**config.mk**
```make
export PLATFORM = sky130hd
export DESIGN_NAME = cpu_muldiv_sequencer
export DESIGN_NICKNAME = d
export VERILOG_FILES = /design/src/rtl/cpu_muldiv_sequencer_pkg.sv /design/src/rtl/cpu_muldiv_sequencer_fixup.sv /design/src/rtl/cpu_muldiv_sequencer.sv
export SDC_FILE = /design/constraint.sdc
export NUM_CORES = 1
export LEC_CHECK = 0
export CAP_MARGIN = 30
export CELL_PAD_IN_SITES_DETAIL_PLACEMENT = 1
export CELL_PAD_IN_SITES_GLOBAL_PLACEMENT = 1
export CORE_AREA = 2 2 200 202
export CTS_BUF_LIST = sky130_fd_sc_hd__clkbuf_16
export CTS_CLUSTER_SIZE = 25
export DETAILED_ROUTE_END_ITERATION = 8
export DIE_AREA = 0 0 202 204
export PLACE_DENSITY_LB_ADDON = 0.1
export SLEW_MARGIN = 40
export SYNTH_ARGS = -nofsm -noshare
export SYNTH_HDL_FRONTEND = slang
export SYNTH_SLANG_ARGS = --single-unit
```
**constraint.sdc**
```tcl
create_clock -name i_clock -period 6.9 [get_ports i_clock]
set_input_delay 1.38 -clock i_clock [delete_from_list [all_inputs] [get_ports i_clock]]
set_output_delay 1.38 -clock i_clock [all_outputs]
set_load 0.01 [all_outputs]
```
**src/rtl/cpu_muldiv_sequencer_pkg.sv**
```systemverilog
// cpu_muldiv_sequencer_pkg: shared op encodings, FSM states and default
// latencies for the multiply/divide sequencer.
package cpu_muldiv_sequencer_pkg;

    typedef enum logic [2:0] {
        MD_MUL    = 3'd0,
        MD_MULH   = 3'd1,
        MD_MULHSU = 3'd2,
        MD_MULHU  = 3'd3,
        MD_DIV    = 3'd4,
        MD_DIVU   = 3'd5,
        MD_REM    = 3'd6,
        MD_REMU   = 3'd7
    } md_op_e;

    typedef enum logic [1:0] {
        ST_IDLE,
        ST_MUL_WAIT,
        ST_DIV_WAIT,
        ST_DONE
    } md_state_e;

    localparam int unsigned DEFAULT_MUL_LATENCY = 2;
    localparam int unsigned DEFAULT_DIV_LATENCY = 33;

    // Wide enough for the largest divider latency (63)
    localparam int unsigned MD_CNT_W = 6;

    // Operand signedness for the multiplier: [1] = op1 signed, [0] = op2 signed
    function automatic logic [1:0] mul_signedness(input md_op_e op);
        case (op)
            MD_MULH:   return 2'b11;
            MD_MULHSU: return 2'b10;
            default:   return 2'b00;
        endcase
    endfunction

endpackage

```
**src/rtl/cpu_muldiv_sequencer_fixup.sv**
```systemverilog
// cpu_muldiv_sequencer_fixup: combinational detection of the RISC-V divide
// corner cases (divide by zero, signed overflow) and their fixed results.
module cpu_muldiv_sequencer_fixup (
    input  logic [2:0]  op,
    input  logic [31:0] rs1,
    input  logic [31:0] rs2,
    output logic        hit,
    output logic [31:0] result
);

    logic div_by_zero;
    logic overflow;

    // op[2] marks divide-class, op[1] marks remainder, op[0] marks unsigned
    always_comb begin
        div_by_zero = (rs2 == '0);
        overflow    = !op[0] && (rs1 == 32'h8000_0000) && (rs2 == '1);
        hit         = op[2] && (div_by_zero || overflow);
        result      = '0;
        if (div_by_zero) begin
            result = op[1] ? rs1 : '1;
        end else if (overflow) begin
            result = op[1] ? '0 : 32'h8000_0000;
        end
    end

endmodule

```
**src/rtl/cpu_muldiv_sequencer.sv**
```systemverilog
// cpu_muldiv_sequencer: sequences the shared pipelined multiplier and
// iterative divider for the execute stage, one operation at a time.
// Optional feature macro: CPU_MULDIV_REUSE_EN (reuse of the last divide result).
module cpu_muldiv_sequencer
    import cpu_muldiv_sequencer_pkg::*;
#(
    parameter int unsigned MUL_LATENCY = DEFAULT_MUL_LATENCY,
    parameter int unsigned DIV_LATENCY = DEFAULT_DIV_LATENCY,
    parameter int unsigned TAG_SIZE    = 4
) (
    input  logic                i_clock,
    input  logic                i_reset_n,
    input  logic                i_request,
    input  logic                i_flush,
    input  logic [TAG_SIZE-1:0] i_tag,
    input  logic [2:0]          i_op,
    input  logic [31:0]         i_rs1,
    input  logic [31:0]         i_rs2,
    output logic                o_ready,
    output logic                o_valid,
    output logic [TAG_SIZE-1:0] o_tag,
    output logic [31:0]         o_result,
    output logic [1:0]          o_mul_signed,
    output logic [31:0]         o_mul_op1,
    output logic [31:0]         o_mul_op2,
    input  logic [63:0]         i_mul_result,
    output logic                o_div_signed,
    output logic [31:0]         o_div_num,
    output logic [31:0]         o_div_den,
    input  logic [31:0]         i_div_quot,
    input  logic [31:0]         i_div_rem
);

    localparam logic [MD_CNT_W-1:0] MUL_LOAD = MD_CNT_W'(MUL_LATENCY - 1);
    localparam logic [MD_CNT_W-1:0] DIV_LOAD = MD_CNT_W'(DIV_LATENCY - 1);
    localparam logic [MD_CNT_W-1:0] CNT_ONE  = MD_CNT_W'(1);

    md_state_e           state;
    md_op_e              op_q;
    md_op_e              req_op;
    logic [MD_CNT_W-1:0] count;

    logic        fix_hit;
    logic [31:0] fix_result;
    logic        reuse_hit;
    logic [31:0] reuse_result;

    assign req_op = md_op_e'(i_op);

    cpu_muldiv_sequencer_fixup u_fixup (
        .op     (i_op),
        .rs1    (i_rs1),
        .rs2    (i_rs2),
        .hit    (fix_hit),
        .result (fix_result)
    );

`ifdef CPU_MULDIV_REUSE_EN
    logic        cache_valid;
    logic        cache_signed;
    logic [31:0] cache_num;
    logic [31:0] cache_den;
    logic [31:0] cache_quot;
    logic [31:0] cache_rem;

    // Remember the last completed divide; any flush drops it
    always_ff @(posedge i_clock or negedge i_reset_n) begin
        if (!i_reset_n) begin
            cache_valid  <= 1'b0;
            cache_signed <= 1'b0;
            cache_num    <= '0;
            cache_den    <= '0;
            cache_quot   <= '0;
            cache_rem    <= '0;
        end else if (i_flush) begin
            cache_valid <= 1'b0;
        end else if (state == ST_DIV_WAIT && count == '0) begin
            cache_valid  <= 1'b1;
            cache_signed <= o_div_signed;
            cache_num    <= o_div_num;
            cache_den    <= o_div_den;
            cache_quot   <= i_div_quot;
            cache_rem    <= i_div_rem;
        end
    end

    // DIV and REM (or DIVU and REMU) share one cached divider run
    assign reuse_hit    = i_op[2] && cache_valid && (cache_signed == !i_op[0]) &&
                          (cache_num == i_rs1) && (cache_den == i_rs2);
    assign reuse_result = i_op[1] ? cache_rem : cache_quot;
`else
    assign reuse_hit    = 1'b0;
    assign reuse_result = '0;
`endif

    // Sequencer FSM: accept, count out the unit latency, pulse the result
    always_ff @(posedge i_clock or negedge i_reset_n) begin
        if (!i_reset_n) begin
            state        <= ST_IDLE;
            op_q         <= MD_MUL;
            count        <= '0;
            o_ready      <= 1'b0;
            o_valid      <= 1'b0;
            o_tag        <= '0;
            o_result     <= '0;
            o_mul_signed <= '0;
            o_mul_op1    <= '0;
            o_mul_op2    <= '0;
            o_div_signed <= 1'b0;
            o_div_num    <= '0;
            o_div_den    <= '0;
        end else begin
            o_valid <= 1'b0;
            if (i_flush) begin
                state   <= ST_IDLE;
                o_ready <= 1'b1;
            end else begin
                case (state)
                    ST_IDLE: begin
                        o_ready <= 1'b1;
                        if (i_request && o_ready) begin
                            o_ready <= 1'b0;
                            o_tag   <= i_tag;
                            op_q    <= req_op;
                            if (!i_op[2]) begin
                                o_mul_signed <= mul_signedness(req_op);
                                o_mul_op1    <= i_rs1;
                                o_mul_op2    <= i_rs2;
                                count        <= MUL_LOAD;
                                state        <= ST_MUL_WAIT;
                            end else if (fix_hit) begin
                                o_result <= fix_result;
                                o_valid  <= 1'b1;
                                state    <= ST_DONE;
                            end else if (reuse_hit) begin
                                o_result <= reuse_result;
                                o_valid  <= 1'b1;
                                state    <= ST_DONE;
                            end else begin
                                o_div_signed <= !i_op[0];
                                o_div_num    <= i_rs1;
                                o_div_den    <= i_rs2;
                                count        <= DIV_LOAD;
                                state        <= ST_DIV_WAIT;
                            end
                        end
                    end
                    ST_MUL_WAIT: begin
                        if (count == '0) begin
                            o_result <= (op_q == MD_MUL) ? i_mul_result[31:0] : i_mul_result[63:32];
                            o_valid  <= 1'b1;
                            state    <= ST_DONE;
                        end else begin
                            count <= count - CNT_ONE;
                        end
                    end
                    ST_DIV_WAIT: begin
                        if (count == '0) begin
                            o_result <= (op_q == MD_REM || op_q == MD_REMU) ? i_div_rem : i_div_quot;
                            o_valid  <= 1'b1;
                            state    <= ST_DONE;
                        end else begin
                            count <= count - CNT_ONE;
                        end
                    end
                    ST_DONE: begin
                        state   <= ST_IDLE;
                        o_ready <= 1'b1;
                    end
                    default: begin
                        state   <= ST_IDLE;
                        o_ready <= 1'b1;
                    end
                endcase
            end
        end
    end

endmodule
```
-- Yosys cells after proc, flatten, opt, wreduce, memory -nomap -nowiden
Cells that the tools add are included.
- $add $sub $neg: 1
- $mul: 0
- divide/modulo/power cells: 0
- order comparisons: 0
- equality and inequality tests: 18
- shift-type cells: 0
- muxes and demuxes: 33
- bitwise logic cells: 3
- reductions and logical operators: 21
- operators by type and width (cell ; number):
    $mux W32 ; 11
    $pmux W32 S3 ; 1
    $eq A32 B32 Y1 const B ; 2
    $logic_not A32 Y1 ; 1
    $mux W6 ; 4
    $ne A2 B2 Y1 const B ; 6
    $pmux W6 S2 ; 1
    $reduce_and A5 Y1 ; 2
    $mux W1 ; 8
    $mux W2 ; 4
    $reduce_and A7 Y1 ; 1
    $eq A3 B3 Y1 const B ; 2
    $logic_not A6 Y1 ; 1
    $ne A3 B3 Y1 const B ; 2
    $pmux W2 S3 ; 1
    $reduce_bool A3 Y1 ; 2
    $sub A6 B1 Y6 const B ; 1
    $eq A2 B2 Y1 const B ; 2
    $logic_and A1 B1 Y1 ; 4
    $pmux W1 S2 ; 2
    $pmux W2 S2 ; 1
    $reduce_and A4 Y1 ; 1
    $eq A3 B1 Y1 const B ; 1
    $eq A3 B2 Y1 const B ; 1
    11 further kinds ; 14
- bits in registers: 180
- latch bits: 0
- RAM bits: 0
- ROM bits: 0
- input bits: 203
- output and inout port bits: 169
- word-level logic and storage cells: 89
- memories kept: 0

-- Depth between registers and ports, before layout
Gate-level depths: netlist of run 1.
- word-level depth: 10
- depth in mapped cells: 9
- gate-level depth less buffers: 7

-- Modules after synthesis
From an unflattened synthesis of run 1, not the netlist that was laid out.
- cells, all modules: 746
- area total of the unflattened synthesis: 8999.9 um^2
- modules (own cells, without submodules) (module ; instances ; cells an instance ; area an instance (um^2) ; seq. area each (um^2)):
    cpu_muldiv_sequencer ; 1 ; 637 ; 8420.6 ; 4504.3
    cpu_muldiv_sequencer_fixup ; 1 ; 109 ; 579.3 ; 0.0

-- Worst setup path before layout of run 1
OpenSTA, ideal clock, no wires.
- path type: input to register
- start point: input port i_rs1[7]
- end point: register o_result[19]
- library setup time: 0.128 ns
- arrival time: 3.187 ns
- required time: 6.772 ns
- path slack: 3.585 ns
- stages on the path: 7
- path buffers: 1
- path through: nand4b_1 > or4_4 > nor4_4 > nand3_1 > a31o_2 > buf_6 > mux2_1
- word-level cells in the longest chain between the ends: 9
- elaborated cells on any way between the ends: 13
- classes of those cells: eq/ne: 2; mux: 6; reduce/logical: 5
- RTL lines (what ; RTL line ; source):
    start, declared ; cpu_muldiv_sequencer.sv:17 ; input logic [31:0] i_rs1,
    $eq A32 B32 Y1 (*) ; cpu_muldiv_sequencer_fixup.sv:17 ; overflow = !op[0] && (rs1 == 32'h8000_0000) && (rs2 == '1);
    $logic_and A1 B1 Y1 (*) (2 in a row) ; cpu_muldiv_sequencer_fixup.sv:17 ;
    $mux W32 ; cpu_muldiv_sequencer_fixup.sv:22 ; end else if (overflow) begin
    $mux W32 ; cpu_muldiv_sequencer_fixup.sv:20 ; if (div_by_zero) begin
    $mux W32 ; cpu_muldiv_sequencer.sv:131 ; end else if (fix_hit) begin
    $mux W32 ; cpu_muldiv_sequencer.sv:125 ; if (!i_op[2]) begin
    $mux W32 ; cpu_muldiv_sequencer.sv:121 ; if (i_request && o_ready) begin
    $pmux W32 S3 ; cpu_muldiv_sequencer.sv:118 ; case (state)
    end signal, assigned ; cpu_muldiv_sequencer.sv:132 ; o_result <= fix_result;
    end signal, assigned ; cpu_muldiv_sequencer.sv:136 ; o_result <= reuse_result;
    end signal, assigned ; cpu_muldiv_sequencer.sv:150 ; o_result <= (op_q == MD_MUL) ? i_mul_result[31:0] : i_mul_result[63:32];
    end, declared ; cpu_muldiv_sequencer.sv:22 ; output logic [31:0] o_result,
Mark *: on every way between the ends. The rest lies on a longest branch, timed or not. The select of a mux whose other input is x is not followed.
A chain may end at the register's enable or synchronous reset.

-- Final worst setup path of run 1
- start point: input port i_rs2[2]
- end point: register o_result[27]
- word-level cells in the longest chain between the ends: 8
- elaborated cells on any way between the ends: 13
- classes of those cells: eq/ne: 2; mux: 6; reduce/logical: 5
- RTL lines (what ; RTL line ; source):
    start, declared ; cpu_muldiv_sequencer.sv:18 ; input logic [31:0] i_rs2,
    $eq A32 B32 Y1 ; cpu_muldiv_sequencer_fixup.sv:17 ;
    $logic_and A1 B1 Y1 ; cpu_muldiv_sequencer_fixup.sv:17 ;
    $mux W32 ; cpu_muldiv_sequencer_fixup.sv:22 ;
    $mux W32 ; cpu_muldiv_sequencer_fixup.sv:20 ;
    $mux W32 ; cpu_muldiv_sequencer.sv:131 ;
    $mux W32 ; cpu_muldiv_sequencer.sv:125 ;
    $mux W32 ; cpu_muldiv_sequencer.sv:121 ;
    $pmux W32 S3 ; cpu_muldiv_sequencer.sv:118 ;
Several ways; a longest one is shown, not always the timed one. The select of a mux whose other input is x is not followed.

==> flow_summary.yaml, run 1 <==
timing:
  fmax_ghz: 0.247
  timing.slew.headroom: 0.523
  clock-skew-final_ps: 12.9
  timing.final.crit_share: 0.587
  worst_slew_pin_slew_ps: 716
  fin_ws_ps: 2850
  final.min_clock_period_ps: 4050
  rsz0062_at_grt: "false"
  setup_viol: 0
  slew_violations: 0
  hold_viol: 0
  worst_hold_slack_ps: 496
  finalSetupTns_ps: 0
global_route:
  grt_use_total: 0.175
  grt_pass1_vias: 7957
  grt_pass1_wl_um: 53600
  antenna_found_initial: 1
  grt_max_degree: 74
  grt-ovfl-total: 0
pwr:
  switching_share: 0.349
  p_leak_nw: 5.53
  switching_power_mw: 2.00
  power_frac_seq: 0.321
  pwr-share-clk: 0.174
  power.internal_mw: 3.73
  p_per_area_nw_per_um2: 415
  peakVddDrop_uv: 247
  power_frac_comb: 0.504
floorplanning:
  num_rows: 73
  dieWidth_um: 202
  die_h_um: 204
  coreArea_um2: 39200
  die_area_um2: 41200
  start_util: 0.227
  pin_count: 372
finish:
  areaGrowthSynthToFinish_pct: 55.5
  final_cell_mix: "370 x clkdlybuf4s50_1, 199 x mux2_2, 180 x dfrtp_1"
  final_common_cell: "clkdlybuf4s50_1"
  fin_nets: 1270
  num_antenna_cells: 0
  final_util: 0.353
  drive_gt1_frac: 0.262
  design_area_um2: 13800
drt:
  drc: 0
  drtIter0Drc: 264
  routed_wl_um: 36000
  post_drt_wl_per_cell_um: 22.5
  num_vias: 7219
  firstDrtPassIters: 4
  viasPerCell: 4.51
  antenna_left: 0
critical_path:
  crit_arrival_ps: 4370
  cp_num_buf_inv: 3
  crit_chain: "clkdlybuf4s50_1 -> nor4_1 -> nand4_1 -> nor2_4 -> buf_8 -> nand2_1 -> a31o_2 -> buf_4 -> mux2_4"
  cp_max_fo: 32
  crit_type: "input port to flip-flop"
  critPathRequiredTime_ps: 7220
  slowest_delay_ps: 510
  cp-start-kind: "input port"
  cp-end-kind: "flip-flop"
  critPathSlowestCell: "nor4_1"
  crit_family: "simple AND/OR/NAND/NOR gates"
logic_synthesis:
  synth_warnings: 0
  async_reset_ff_frac: 1.00
  synth.distinct_cells: 44
  syn-num-nets: 913
  synth_enable_flop_cells: 0
  synth_cells: 704
  ys.flop_type: "dfrtp_1"
  ys_ff_latch: 180
  yosysSeqAreaShare: 0.507
  syn_avg_cell_area_um2: 12.6
  syn_area_um2: 8880
placement:
  detailed_place_hpwl_um: 26800
  detailed_place.area_um2: 13200
  dpl_worst_slack_ps: 2150
  gp_congestion: 0.715
  port_buffers: 371
clock_network:
  holdBufCountCts: 0
  root_buffer: "clkbuf_16"
  cts_tree: "built"
  cts_buffers: 17
  cts_resized: 0
  numClockSinks: 180
  htreeDepth: 4
  path_clk_slew_ps: 80
  clockBufferDepth: 2
  clock_latency_ps: 450
  post_cts_buffers: 0
run_status:
  status: "finished clean"
job:
  maxCapViolations: 0
worst_hold_path:
  hp-class: "flip-flop to flip-flop"
[sequential cells by signal, indices dropped and copies added, names as in the netlist]
register / count
count: 6
o_mul_op2: 32
o_ready: 1
state: 2
o_result: 32
op_q: 3
o_div_num: 32
o_tag: 4
o_div_signed: 1
o_mul_op1: 32
o_div_den: 32
o_valid: 1
o_mul_signed: 2
[per-stage QoR]
stage,power [mW],instances
3_3_place_gp,4.78,1565
2_1_floorplan,3.20,704
5_1_grt,6.11,1599
6_report,5.73,1599
3_5_place_dp,4.80,1566
4_1_cts,5.84,1598
[cells in the mapped netlist (7+ instances only)]
master	instances	area share
nand2_1	46	0.019
a22o_1	31	0.031
dfrtp_1	180	0.51
nor2_1	7	0.0030
nor3_1	10	0.0056
inv_1	12	0.0051
mux2_2	199	0.25
nor4_1	12	0.0085
clkbuf_1	34	0.014
nand4_1	8	0.0056
o21ai_0	69	0.039
mux2_4	29	0.049
[logic make-up (layout without fill, tap and decap cells)]
logic type	Yosys count	count (layout)	synth area share
adders and majority gates	6	6	0.00845
buffers and inverters	59	429	0.0283
and+or+nand+nor	104	104	0.0604
xor gates and xnor gates	1	1	0.000986
AOI/OAI and AO/OA	122	122	0.0887
muxes	232	232	0.306
DFF	180	180	0.507
[metal layers]
| metal | vias to the layer above | part of all wire | global-route usage | wire length (µm) |
|---|---|---|---|---|
| met5 | - | 0 | 0 | 0 |
| met4 | 0 | 0.014 | 0.0423 | 497 |
| met3 | 25 | 0.079 | 0.0620 | 2850 |
| met2 | 251 | 0.46 | 0.279 | 16600 |
| met1 | 3647 | 0.45 | 0.225 | 16000 |
| li1 | 3296 | - | - | - |
[final timing paths]
check,end,startpoint,depth (start not counted),slack [ps]
min in group asynchronous,o_div_num[18],i_reset_n,1,950
worst min register to register,o_result[19],o_result[19],1,500
worst max register to register,o_div_den[25],state[0],6,3750
worst min-delay path,o_result[19],o_result[19],1,500
max in group asynchronous,o_result[20],i_reset_n,2,4730
worst max-delay path,o_result[27],i_rs2[2],9,2850
[power groups by stage]
stage / Sequential (mW) / Combinational (mW) / Clock (mW)
floorplan: 2.05 / 1.15 / 0
global placement: 1.84 / 2.94 / 0
detailed placement: 1.86 / 2.93 / 0
CTS: 1.85 / 2.95 / 1.04
global route: 1.93 / 3.10 / 1.08
finish: 1.84 / 2.89 / 1.00
[cell type report]
type	instances	area (µm²)
sequential	180	4500
tap	525	657
clock inverter	15	156
fill	4206	25400
timing repair buffer	385	3870
clock buffer	17	425
inverter	12	45.0
multi-input combinational	465	4160
No activity file was read; power rests on OpenSTA's default activity.
==> run 2, diff against run 1 <==
Clock period 6.9 ns to 4.05 ns, I/O delays scaled along.
==> flow_summary.yaml, run 2 (synthesis gave the netlist of run 1 again) <==
critical_path:
  r2r-start: "state[0]"
  r2r_end: "o_div_den[12]"
  slowest_delay_ps: 590
  critPathRequiredTime_ps: 4380
  cp_num_buf_inv: 2
  reg2regPathDepth: 6
  crit_chain: "clkdlybuf4s50_1 -> nand4b_1 -> or4_4 -> nor4_4 -> nand3_1 -> a31o_2 -> buf_12 -> mux2_1"
  crit_type: "input port to flip-flop"
  cp-start-kind: "input port"
  reg2reg_slack_ps: 1350
  critPathSlowestCell: "clkdlybuf4s50_1"
  crit_arrival_ps: 3650
  crit_family: "simple AND/OR/NAND/NOR gates"
  cp_max_fo: 32
  cp-end-kind: "flip-flop"
clock_network:
  cts_resized: 0
  clock_latency_ps: 450
  holdBufCountCts: 0
  numClockSinks: 180
  cts_buffers: 17
  clockBufferDepth: 2
  cts_tree: "built"
  path_clk_slew_ps: 80
  root_buffer: "clkbuf_16"
  htreeDepth: 4
  post_cts_buffers: 0
global_route:
  grt-ovfl-total: 0
  grt_max_degree: 84
  antenna_found_initial: 0
  grt_pass1_wl_um: 53700
  grt_pass1_vias: 7956
  grt_use_total: 0.175
drt:
  viasPerCell: 4.45
  drtIter0Drc: 222
  num_vias: 7124
  firstDrtPassIters: 4
  drc: 0
  antenna_left: 0
  post_drt_wl_per_cell_um: 22.3
  routed_wl_um: 35800
timing:
  timing.final.crit_share: 0.818
  clock-skew-final_ps: 9.70
  worst_hold_slack_ps: 302
  slew_violations: 0
  final.min_clock_period_ps: 3310
  finalSetupTns_ps: 0
  timing.slew.headroom: 0.516
  hold_viol: 0
  rsz0062_at_grt: "false"
  fmax_ghz: 0.302
  worst_slew_pin_slew_ps: 726
  setup_viol: 0
floorplanning:
  dieWidth_um: 202
  start_util: 0.227
  num_rows: 73
  pin_count: 372
  coreArea_um2: 39200
  die_area_um2: 41200
  die_h_um: 204
placement:
  port_buffers: 371
  detailed_place.area_um2: 13200
  gp_congestion: 0.736
  detailed_place_hpwl_um: 27100
  placed_cells: 1570
finish:
  final_cell_mix: "370 x clkdlybuf4s50_1, 199 x mux2_2, 180 x dfrtp_1"
  num_antenna_cells: 0
  design_area_um2: 13800
  final_cells: 1602
  fin_nets: 1273
  drive_gt1_frac: 0.267
  areaGrowthSynthToFinish_pct: 55.7
  final_common_cell: "clkdlybuf4s50_1"
run_status:
  status: "finished clean"
pwr:
  power.total_mw: 9.79
  peakVddDrop_uv: 361
  p_per_area_nw_per_um2: 708
  p_leak_nw: 5.54
worst_hold_path:
  hp-class: "input port to async pin"
job:
  maxCapViolations: 0
run 2: cell count changes in the layout (fill, tap and decap cells not counted), sizes merged:
cell / change
inv: +4
clkinv: -4
bufinv: -1
clkinvlp: +1
buf: +3
run 2: area by class of cell:
type	instances	area, µm²
fillers	4195	25400
clock inverters	15	160
repair buffers	388	3880
flip-flops and latches	180	4500
multi-input cells	465	4160
well taps	525	657
clock buffers	17	425
inverters	12	45.0
run 2: through the flow:
stage | util | setup slack, ps
after floorplan | - | 1310
after global placement | 0.338 | 289
after detailed placement | 0.338 | 234
after CTS | 0.353 | 715
after global routing | 0.353 | 699
final | 0.353 | 739
run 2: layer usage:
metal / vias to the layer above / global-route usage / share of wire
met2: 238 / 0.281 / 0.46
met3: 21 / 0.0651 / 0.081
met5: - / 0 / 0
met4: 0 / 0.0452 / 0.013
li1: 3310 / - / -
met1: 3555 / 0.222 / 0.45
run 2: how the worst max path moves through the flow:
stage / from / end / depth (start not counted)
after detailed placement: i_rs1[29] / o_result[19] / 8
after global routing: i_rs1[29] / o_result[19] / 8
final: i_rs1[29] / o_result[19] / 8
after global placement: i_rs1[29] / o_result[19] / 8
after floorplan: i_rs1[7] / o_result[19] / 7
after CTS: i_rs1[29] / o_result[19] / 8
run 2: report_power, final:
part	internal (mW)	switching, mW
sequential	2.66	0.472
combinational	2.79	2.16
clock	0.879	0.831
run 2: worst reg2reg max path, delay by kind of cell, from the launching register on:
family / cells / cell delay [ps]
AOI/OAI and AO/OA: 1 / 610
DFF: 1 / 430
adders and majority gates: 1 / 280
buffers and inverters: 2 / 430
muxes: 1 / 450
and+or+nand+nor: 1 / 380
==> run 3, diff against run 2 <==
Clock period 4.05 ns to 3.45 ns, I/O delays scaled along.
==> flow_summary.yaml, run 3 (synthesis gave the netlist of run 1 again) <==
critical_path:
  critPathRequiredTime_ps: 3760
  cp-end-kind: "flip-flop"
  cp_max_fo: 32
  reg2reg_slack_ps: 1060
  crit_arrival_ps: 3220
  cp-start-kind: "input port"
  crit_type: "input port to flip-flop"
drt:
  drc: 0
  post_drt_wl_per_cell_um: 22.2
  antenna_left: 0
  viasPerCell: 4.49
  m1WireLength_um: 16100
  num_vias: 7327
  drtIter0Drc: 302
  firstDrtPassIters: 6
  wl_met3_um: 2950
  highest_layer: "met5"
  routed_wl_um: 36300
  wl_met2_um: 16600
finish:
  drive_gt1_frac: 0.284
  multi_input_area_um2: 4160
  areaGrowthSynthToFinish_pct: 59.0
  final_cell_mix: "370 x clkdlybuf4s50_1, 199 x mux2_2, 180 x dfrtp_1"
  fin_nets: 1304
  fill_cells: 4203
  final_common_cell: "clkdlybuf4s50_1"
  num_antenna_cells: 0
  register_area_um2: 4500
clock_network:
  numClockSinks: 180
  htreeDepth: 4
  cts_buffers: 17
  cts_resized: 0
  path_clk_slew_ps: 70
  clockBufferDepth: 2
  cts_tree: "built"
  post_cts_buffers: 0
  holdBufCountCts: 0
  clock_latency_ps: 440
  root_buffer: "clkbuf_16"
worst_hold_path:
  hp-class: "input port to async pin"
timing:
  setup_viol: 0
  timing.final.crit_share: 0.844
  hold_viol: 0
  final.min_clock_period_ps: 2910
  slew_violations: 0
  worst_hold_slack_ps: 247
  finalSetupTns_ps: 0
  worst_slew_pin_slew_ps: 739
  timing.slew.headroom: 0.508
  fmax_ghz: 0.344
  rsz0062_at_grt: "false"
  clock-skew-final_ps: 12.8
placement:
  gp_congestion: 0.725
  detailed_place_hpwl_um: 27700
  port_buffers: 371
floorplanning:
  pin_count: 372
  die_h_um: 204
  num_rows: 73
  coreArea_um2: 39200
  start_util: 0.227
  die_area_um2: 41200
  dieWidth_um: 202
run_status:
  status: "finished clean"
global_route:
  antenna_found_initial: 3
  grt-ovfl-total: 0
  grt_pass1_vias: 7993
  grt_max_degree: 74
  grt_pass1_wl_um: 54500
  grt_use_total: 0.177
pwr:
  peakVddDrop_uv: 291
  p_per_area_nw_per_um2: 822
  p_leak_nw: 5.72
  power.total_mw: 11.6
job:
  maxCapViolations: 0
-- run 3: changes by cell type in the layout (fill, tap and decap cells not counted), sizes merged --
cell	previous run	this run
buf	17	48
bufinv	1	4
clkinv	1	5
clkinvlp	3	2
inv	22	15
-- run 3: final timing paths --
path / from / to / cells past startpoint
max: i_rs1[27] / o_result[19] / 9
min: i_reset_n / o_mul_op1[26] / 1
max reg2reg: state[0] / o_div_num[25] / 7
min reg2reg: o_div_num[30] / o_div_num[30] / 1
max in group asynchronous: i_reset_n / o_mul_op2[29] / 2
min in group i_clock: o_div_num[30] / o_div_num[30] / 1
-- run 3: area by class of cell --
cell class	count	area share
Clock inverter	14	0.0132
Timing Repair Buffer	419	0.294
Sequential cell	180	0.319
Inverter	12	0.00319
Multi-Input combinational cell	465	0.294
Tap cell	525	0.0465
Clock buffer	17	0.0301
-- run 3: per-stage QoR --
stage,setup slack (ps),instances,utilization,cell area (µm²)
final,540,1632,0.361,14100
after CTS,493,1632,0.361,14100
after floorplan,825,704,-,8880
after global placement,48.5,1601,0.345,13500
after detailed placement,47.8,1601,0.345,13500
after global routing,448,1632,0.361,14100
-- run 3: critical path, cell delays in order --
cell	delay [ps]
clkdlybuf4s50_1	510
nor4_1	520
buf_4	190
nand4_1	140
nor4_4	210
nand3_1	120
a31o_2	260
buf_12	190
mux2_1	350
-- run 3: routing by layer --
| metal | global-route usage | vias to the layer above |
|---|---|---|
| met3 | 0.0663 | 30 |
| met5 | 0 | - |
| met1 | 0.226 | 3676 |
| met4 | 0.0425 | 4 |
| met2 | 0.284 | 259 |
| li1 | - | 3358 |
-- run 3: power breakdown --
group	internal (mW)	switching [mW]	leakage [nW]
logic	3.31	2.54	3.21
clock network	1.21	0.891	0.296
registers	3.12	0.552	2.22
total	7.64	3.98	5.72
